$ cat src/rtl/top.sv
// Push-button conditioner: 2-flop synchroniser, stability-count debounce, edge strobe.
// Define BOTH_EDGES_EN to pulse `edges` on falling as well as rising transitions.
module top #(
  parameter int unsigned DEBOUNCE_CYCLES = 200_000
) (
  input  logic clk,
  input  logic reset_n,
  input  logic noisy,
  output logic debounce,
  output logic edges
);

  localparam int unsigned CW = $clog2(DEBOUNCE_CYCLES);
  localparam logic [CW-1:0] TERM = CW'(DEBOUNCE_CYCLES - 1);

  logic          s1_q, s1_d;
  logic          s2_q, s2_d;
  logic          debounce_q, debounce_d;
  logic          prev_q, prev_d;
  logic [CW-1:0] cnt_q, cnt_d;

  always_comb begin
    s1_d       = noisy;
    s2_d       = s1_q;
    prev_d     = debounce_q;
    debounce_d = debounce_q;
    cnt_d      = '0;
    // Any agreement, including a bounce back, throws away the accumulated count.
    if (s2_q != debounce_q) begin
      if (cnt_q == TERM) begin
        debounce_d = s2_q;
      end else begin
        cnt_d = cnt_q + 1'b1;
      end
    end
  end

  always_ff @(posedge clk or negedge reset_n) begin
    if (!reset_n) begin
      s1_q       <= 1'b0;
      s2_q       <= 1'b0;
      debounce_q <= 1'b0;
      prev_q     <= 1'b0;
      cnt_q      <= '0;
    end else begin
      s1_q       <= s1_d;
      s2_q       <= s2_d;
      debounce_q <= debounce_d;
      prev_q     <= prev_d;
      cnt_q      <= cnt_d;
    end
  end

  assign debounce = debounce_q;

`ifdef BOTH_EDGES_EN
  assign edges = (debounce_q & ~prev_q) | (~debounce_q & prev_q);
`else
  assign edges = debounce_q & ~prev_q;
`endif

endmodule

$ cat config.mk
export PLATFORM = sky130hd
export DESIGN_NAME = top
export DESIGN_NICKNAME = d
export VERILOG_FILES = /design/src/rtl/top.sv
export SDC_FILE = /design/constraint.sdc
export NUM_CORES = 1
export LEC_CHECK = 0
export BUFFER_PORTS_ARGS = -buffer_cell sky130_fd_sc_hd__buf_2
export CAP_MARGIN = 40
export CORE_MARGIN = 4
export CORE_UTILIZATION = 50
export DETAILED_ROUTE_END_ITERATION = 16
export PLACE_DENSITY = 0.67
export REMOVE_ABC_BUFFERS = 1
export SYNTH_ARGS = -nofsm -noshare
export SYNTH_HDL_FRONTEND = slang
export SYNTH_SLANG_ARGS = --single-unit
$ cat constraint.sdc
create_clock -name clk -period 2.2 [get_ports clk]
set_clock_uncertainty 0.1 [all_clocks]
set_input_delay 0.44 -clock clk [delete_from_list [all_inputs] [get_ports clk]]
set_output_delay 0.44 -clock clk [all_outputs]
set_load 0.02 [all_outputs]
# Word-level counts from Yosys, hierarchy flattened
# Cells that the tools add are included.
# Widths: inputs -> output; s select.
[word_totals] inputBits=3 word_cells=13 out_inout_bits=2 regBits=22
[classes] n_reduce_logical=1 eq_ne=2 n_bitwise=2 n_addsub=1 muxes=2
[op_table] operator="$mux 18" count=2
[op_table] operator="$add 18x1->18 const B" count=1
[op_table] operator="$eq 18x18->1 const B" count=1
[op_table] operator="$reduce_and 2->1" count=1
[op_table] operator="$and 1x1->1" count=1
[op_table] operator="$ne 1x1->1" count=1
[op_table] operator="$not 1->1" count=1

# Depth between registers and ports, before layout
# Gate-level depths: netlist (run 1).
[depth] ltp_word=3 depth_mapped=6 depth_no_buf=5

# Worst setup path after synthesis (run 1)
# OpenSTA, ideal clock, no wires.
[synth_timing] kind="reg2reg" from="register cnt_q[0]" to="register cnt_q[14]" path_buffers=1 setup_ps=119 path_slack_ps=411 arrival_time_ps=1571 synth_period_minus_slack_ps=1789 path_stages_with_launch=7 required_ps=1981 path_cell_list="dfrtp_1 -> ha_1 -> nand3_4 -> or2_4 -> o31ai_4 -> buf_6 -> nor2_1"
[synth_between] elab_chain_len=3 elab_cells_between_ends=4 classes_between="add/sub: 1; eq/ne: 1; mux: 2"
[synth_lines] element="from (decl)" line="20" rtl="logic [CW-1:0] cnt_q, cnt_d;"
[synth_lines] element="from (signal assigned)" line="50" rtl="cnt_q <= cnt_d;"
[synth_lines] element="$add 18x1->18 or $eq 18x18->1 (tied branches)" line="33, 30"
[synth_lines] element="$mux 18 *" line="30" rtl="if (cnt_q == TERM) begin"
[synth_lines] element="$mux 18 *" line="29" rtl="if (s2_q != debounce_q) begin"
[synth_lines] element="net cnt_d[14]" line="20"
# Mark *: on every way through the listed nets, which the timed path passes. The rest lies on a longest branch.
# A chain may end at the register's enable or synchronous reset.

# Worst setup path in the final report (run 1)
[layout_timing] from="register cnt_q[0]" to="register debounce_q (netlist: debounce)"
[layout_between] elab_chain_len=2
[layout_lines] element="$eq 18x18->1" line="30"
[layout_lines] element="$reduce_and 2->1 (no line)"
[layout_lines] element="to (signal assigned)" line="48" rtl="debounce_q <= debounce_d;"
[layout_lines] element="to (decl)" line="18" rtl="logic debounce_q, debounce_d;"
# No other way between the ends.

==> results.json, run 1 <==
{
  "cts_htree_levels": 1,
  "max_stage_delay_ns": 0.41,
  "period_needed_ns": 1.90,
  "multi_input_area_sq_um": 492,
  "setup_viol": 0,
  "gp_congestion": 0.844,
  "grt_pass1_wl_um": 3350,
  "crit_arrival_ns": 2.00,
  "worst-slew-pin-transition_ns": 0.475,
  "synth_top_family_by_area": "simple AND/OR/NAND/NOR gates",
  "finalWirelength_um": 1910,
  "layout_common_cells": "dfrtp_1, nor2_1, xnor2_1",
  "insertion_delay_ns": 0.31,
  "postRouteAntennaNets": 0,
  "viasPerCell": 5.33,
  "cellPowerDensity_mw_per_mm2": 630,
  "final_common_cell": "dfrtp_1",
  "relSlewSlack": 0.683,
  "register_area_sq_um": 551,
  "drt_iter0_markers": 14,
  "antenna_found_initial": 0,
  "yosysWarningCount": 0,
  "grt_pass1_vias": 765,
  "path_max_fanout": 6,
  "path_clk_slew_ns": 0.13,
  "wl_per_cell_um": 13.6,
  "ios": 5,
  "via_count": 746,
  "stdcell_count": 140,
  "timing.critical_path.from_type": "register",
  "dr.pass1.iters": 4,
  "cts_root_buf": "clkbuf_4",
  "cts_tree": "done",
  "peakVddDrop_mv": 0.650,
  "maxSlewViolCount": 0,
  "dp.cells": 135,
  "synth_compound_area_frac": 0.0328,
  "syn2layout_area_growth_pct": 11.2,
  "cp.required_ns": 2.29,
  "maxCapViolations": 0,
  "netlist_area_sq_mm": 0.00107,
  "synth_seq_area_share": 0.515,
  "grt-ovfl-total": 0,
  "synth_cells": 103,
  "std_cell_rows": 16,
  "die_area_sq_mm": 0.00294,
  "die_w_um": 54.2,
  "nFillCells": 187,
  "fin_nets": 118,
  "synth_xor_area_frac": 0.131,
  "start_util": 0.534,
  "grt_max_degree": 23,
  "status": "finished clean",
  "path_delay_family": "simple AND/OR/NAND/NOR gates",
  "cp_slowest_cell": "dfrtp_1",
  "cts_made_buffers": 3,
  "synth_largest_area_cell": "dfrtp_1",
  "cts_sinks": 22,
  "syn_area_per_cell_sq_um": 10.4,
  "p_leak_nw": 0.465,
  "synth_adder_area_share": 0.0117,
  "muxShareOfSynthArea": 0.0105,
  "path_buf_inv": 0,
  "setup_tns_ns": 0,
  "port_buffers": 4,
  "final_hold_viol_count": 0,
  "rsz0062_at_grt": "false",
  "hold_class": "input pin to register",
  "path_cells": "ha_1 > nand3_4 > or2_4 > nor3_1 > mux2_2",
  "yosys-top-cells-area": "dfrtp_1, xnor2_1, nor2_1",
  "hpwlAfterDp_um": 1430,
  "drcViolationCount": 0,
  "grt_use_total": 0.159,
  "critPathKind": "register to register",
  "min_period_over_period": 0.865,
  "ys_types": 23,
  "endpoint_kind": "register",
  "ctsLongestPathBuffers": 2,
  "drive_gt1_frac": 0.142,
  "holdWs_ns": 0.133,
  "diodes": 0,
  "yosysTopAreaCellShare": 0.515,
  "die_h_um": 54.2,
  "coreArea_sq_mm": 0.00200,
  "yosys.area_share.simple": 0.274,
  "fmax_ghz": 0.526,
  "synth-seq-cells": 22
}
## worst register-to-register path, cell delays in order, from the launching register on
cell,delay [ns]
dfrtp_1,0.41
ha_1,0.29
nand3_4,0.13
or2_4,0.29
nor3_1,0.20
mux2_2,0.35
## registers in the layout, summed over array words and instances (netlist names)
register	count
debounce	1
s1_q	1
prev_q	1
cnt_q	18
s2_q	1
## what timing repair did
item / 4_1_cts / 5_1_grt
hold buffers: 1 / 0
buffers inserted: 0 / 0
gates resized for setup: 0 / 0
endpoints found under the hold margin: 22 / 0
## final timing paths
kind,from,to,slack [ns],cells past startpoint
worst max register to register,cnt_q[0]$_DFF_PN0_,debounce$_DFFE_PN0P_,0.30,5
worst max-delay path,cnt_q[0]$_DFF_PN0_,debounce$_DFFE_PN0P_,0.30,5
min in group asynchronous,reset_n,cnt_q[7]$_DFF_PN0_,0.50,2
worst min register to register,s1_q$_DFF_PN0_,s2_q$_DFF_PN0_,0.29,0
worst min-delay path,noisy,s1_q$_DFF_PN0_,0.13,1
max in group asynchronous,reset_n,cnt_q[17]$_DFF_PN0_,1.17,2
## synthesized netlist by cell type
cell,instances
dfrtp_1,22
nor2_1,21
xnor2_1,14
nand4_1,7
nor4_1,6
nand2_1,5
nor3_1,5
inv_1,4
nand3_1,3
nor2b_1,2
xor2_1,2
and3_1,1
buf_6,1
ha_1,1
mux2_2,1
nand3_4,1
nor4_2,1
nor4b_1,1
o21ai_0,1
o311ai_0,1
o31ai_4,1
or2_4,1
or3_2,1
## stage by stage
stage                     power, mW   util  cell area (sq um)  setup slack [ns]
final                         0.749  0.594               1190             0.298
after global routing          0.781  0.594               1190             0.190
after CTS                     0.759  0.594               1190             0.304
after detailed placement      0.454  0.563               1130             0.351
after global placement        0.452  0.563               1130             0.388
after floorplan               0.437      -               1060             0.379
## power by group
part | internal [mW] | switching (mW) | leakage [nW] | total [mW]
clock | 0.184 | 0.119 | 0.0279 | 0.303
sequential | 0.411 | 0.00685 | 0.300 | 0.417
combinational | 0.0105 | 0.0185 | 0.136 | 0.0290
total | 0.605 | 0.144 | 0.465 | 0.749
## final cells by class
cell class              count  share of cell area
flip-flops and latches     22               0.463
repair buffers              7              0.0379
multi-input cells          76               0.414
clock buffers               3              0.0189
inverters                   4              0.0126
well taps                  27              0.0284
clock inverters             1              0.0253
## logic make-up (layout without fill, tap and decap cells)
kind of cell	Yosys count	after routing
adders and majority gates	1	1
muxes	1	1
AOI/OAI and AO/OA	3	3
and+or+nand+nor	55	55
xor gates and xnor gates	16	16
buffers and inverters	5	15
DFF	22	22
## per-layer routing
| layer | vias up | GRT usage | share of wire |
|---|---|---|---|
| met1 | 359 | 0.199 | 0.47 |
| li1 | 374 | - | - |
| met3 | 2 | 0.0490 | 0.045 |
| met4 | 0 | 0.0456 | 0.0058 |
| met2 | 11 | 0.261 | 0.48 |
| met5 | - | 0 | 0 |
Note: power is estimated with default switching activity, not from simulation.
==> run 2, diff against run 1 <==
--- a/config.mk
+++ b/config.mk
@@ -7,10 +7,12 @@
 export LEC_CHECK = 0
 export BUFFER_PORTS_ARGS = -buffer_cell sky130_fd_sc_hd__buf_2
 export CAP_MARGIN = 40
+export CELL_PAD_IN_SITES_DETAIL_PLACEMENT = 0
+export CELL_PAD_IN_SITES_GLOBAL_PLACEMENT = 1
 export CORE_MARGIN = 4
-export CORE_UTILIZATION = 50
+export CORE_UTILIZATION = 46
 export DETAILED_ROUTE_END_ITERATION = 16
-export PLACE_DENSITY = 0.67
+export PLACE_DENSITY = 0.75
 export REMOVE_ABC_BUFFERS = 1
 export SYNTH_ARGS = -nofsm -noshare
 export SYNTH_HDL_FRONTEND = slang
==> run 2 against run 1 <==
- first-iteration DRC count grew 36%
- hold slack lost 0.0017 ns
- die area is 7.4% higher
- sequential share of layout area is essentially flat
- clock power is essentially flat
- sequential cell count is the same
- largest cell class unchanged
- highest routed layer unchanged
==> results.json, run 2 (synthesis gave the netlist of run 1 again) <==
{
  "finalWirelength_um": 1920,
  "max_stage_delay_ns": 0.40,
  "timing.critical_path.from_type": "register",
  "relSlewSlack": 0.683,
  "rrSetupSlack_ns": 0.30,
  "antenna_found_initial": 0,
  "r2r-start": "cnt_q[0]$_DFF_PN0_",
  "dr.pass1.iters": 4,
  "setup_tns_ns": 0,
  "multi_input_area_sq_um": 492,
  "path_buf_inv": 0,
  "fin_nets": 118,
  "path_delay_family": "simple AND/OR/NAND/NOR gates",
  "worst-slew-pin-transition_ns": 0.476,
  "p_leak_nw": 0.465,
  "maxCapViolations": 0,
  "cts_made_buffers": 3,
  "ios": 5,
  "hold_class": "input pin to register",
  "largest_reg_flops": 18,
  "maxSlewViolCount": 0,
  "register_area_sq_um": 551,
  "wl_per_cell_um": 13.6,
  "r2r-end": "debounce$_DFFE_PN0P_",
  "insertion_delay_ns": 0.30,
  "postRouteAntennaNets": 0,
  "period_needed_ns": 1.90,
  "largest_register": "cnt_q",
  "path_cells": "ha_1 > nand3_4 > or2_4 > nor3_1 > mux2_2",
  "path_depth": 5,
  "layout_common_cells": "dfrtp_1, nor2_1, xnor2_1",
  "min_from": "noisy",
  "die_area_sq_mm": 0.00316,
  "final_hold_viol_count": 0,
  "placed_cell_area_sq_mm": 0.00113,
  "min_path_cells": 1,
  "grt_pass1_vias": 771,
  "setup_viol": 0,
  "nFillCells": 213,
  "finalPower_mw": 0.749,
  "cp_slowest_cell": "dfrtp_1",
  "crit_arrival_ns": 2.01,
  "rsz0062_at_grt": "false",
  "endpoint_kind": "register",
  "std_cell_rows": 17,
  "drt_iter0_markers": 19,
  "syn2layout_area_growth_pct": 11.4,
  "fmax_ghz": 0.525,
  "grt_use_total": 0.137,
  "path_max_fanout": 6,
  "cts_sinks": 22,
  "min_period_over_period": 0.866,
  "grt_max_degree": 23,
  "grt-ovfl-total": 0,
  "drive_gt1_frac": 0.142,
  "via_count": 751,
  "critPathKind": "register to register",
  "peakVddDrop_mv": 0.389,
  "coreArea_sq_mm": 0.00221,
  "place_ws_ns": 0.301,
  "final_common_cell": "dfrtp_1",
  "holdWs_ns": 0.132,
  "cts_root_buf": "clkbuf_4",
  "cts_htree_levels": 1,
  "die_h_um": 56.2,
  "start_util": 0.483,
  "path_clk_slew_ns": 0.12,
  "cts_tree": "done",
  "die_w_um": 56.2,
  "ctsLongestPathBuffers": 2,
  "cp.required_ns": 2.31,
  "diodes": 0,
  "port_buffers": 4,
  "hold_end": "s1_q$_DFF_PN0_",
  "viasPerCell": 5.33,
  "gp_congestion": 0.822,
  "drcViolationCount": 0,
  "fin_area_sq_mm": 0.00119,
  "grt_pass1_wl_um": 3440,
  "hpwlAfterDp_um": 1430,
  "fin_ws_ns": 0.296,
  "cellPowerDensity_mw_per_mm2": 629,
  "rr_worst_depth": 5,
  "status": "finished clean"
}
==> run 2: worst max-delay path by stage <==
stage | from | endpoint | slack (ns)
2_1_floorplan | cnt_q[0]$_DFF_PN0_ | cnt_q[10]$_DFF_PN0_ | 0.38
3_3_place_gp | cnt_q[0]$_DFF_PN0_ | debounce$_DFFE_PN0P_ | 0.37
3_5_place_dp | cnt_q[0]$_DFF_PN0_ | debounce$_DFFE_PN0P_ | 0.30
4_1_cts | cnt_q[0]$_DFF_PN0_ | debounce$_DFFE_PN0P_ | 0.28
5_1_grt | cnt_q[0]$_DFF_PN0_ | debounce$_DFFE_PN0P_ | 0.15
6_report | cnt_q[0]$_DFF_PN0_ | debounce$_DFFE_PN0P_ | 0.30
==> run 2: layout make-up <==
type	instances	area share
well taps	28	0.0294
clock buffers	3	0.0189
flip-flops and latches	22	0.463
multi-input cells	76	0.413
clock inverters	1	0.0252
repair buffers	7	0.0379
inverters	4	0.0126
==> run 2: worst register-to-register path: stages (launching register included) <==
cell and delay (ns):
dfrtp_1 0.40, ha_1 0.29, nand3_4 0.14, or2_4 0.30, nor3_1 0.21, mux2_2 0.36
==> run 2: power by group <==
part / leakage (nW) / internal, mW / total, mW / switching, mW
Clock: 0.0279 / 0.184 / 0.303 / 0.119
Combinational: 0.136 / 0.0106 / 0.0292 / 0.0187
Sequential: 0.300 / 0.410 / 0.416 / 0.00595
Total: 0.465 / 0.605 / 0.749 / 0.144
==> run 2: through the flow <==
step / std cells / utilization
final: 141 / 0.538
after global routing: 141 / 0.538
after CTS: 141 / 0.538
after detailed placement: 136 / 0.510
after global placement: 136 / 0.510
after floorplan: 102 / -
==> run 2: timing repair <==
item                      in CTS  in global routing
hold endpoints to repair      22                  0
hold buffers                   1                  0
buffers inserted               0                  0
resized for setup              0                  0
==> run 2: per-layer routing <==
| layer | wire [um] | track usage | vias to the layer above | part of all wire |
|---|---|---|---|---|
| met2 | 920 | 0.217 | 19 | 0.48 |
| li1 | - | - | 377 | - |
| met3 | 67 | 0.0209 | 4 | 0.035 |
| met1 | 905 | 0.185 | 351 | 0.47 |
| met5 | 0 | 0 | - | 0 |
| met4 | 27 | 0.0610 | 0 | 0.014 |
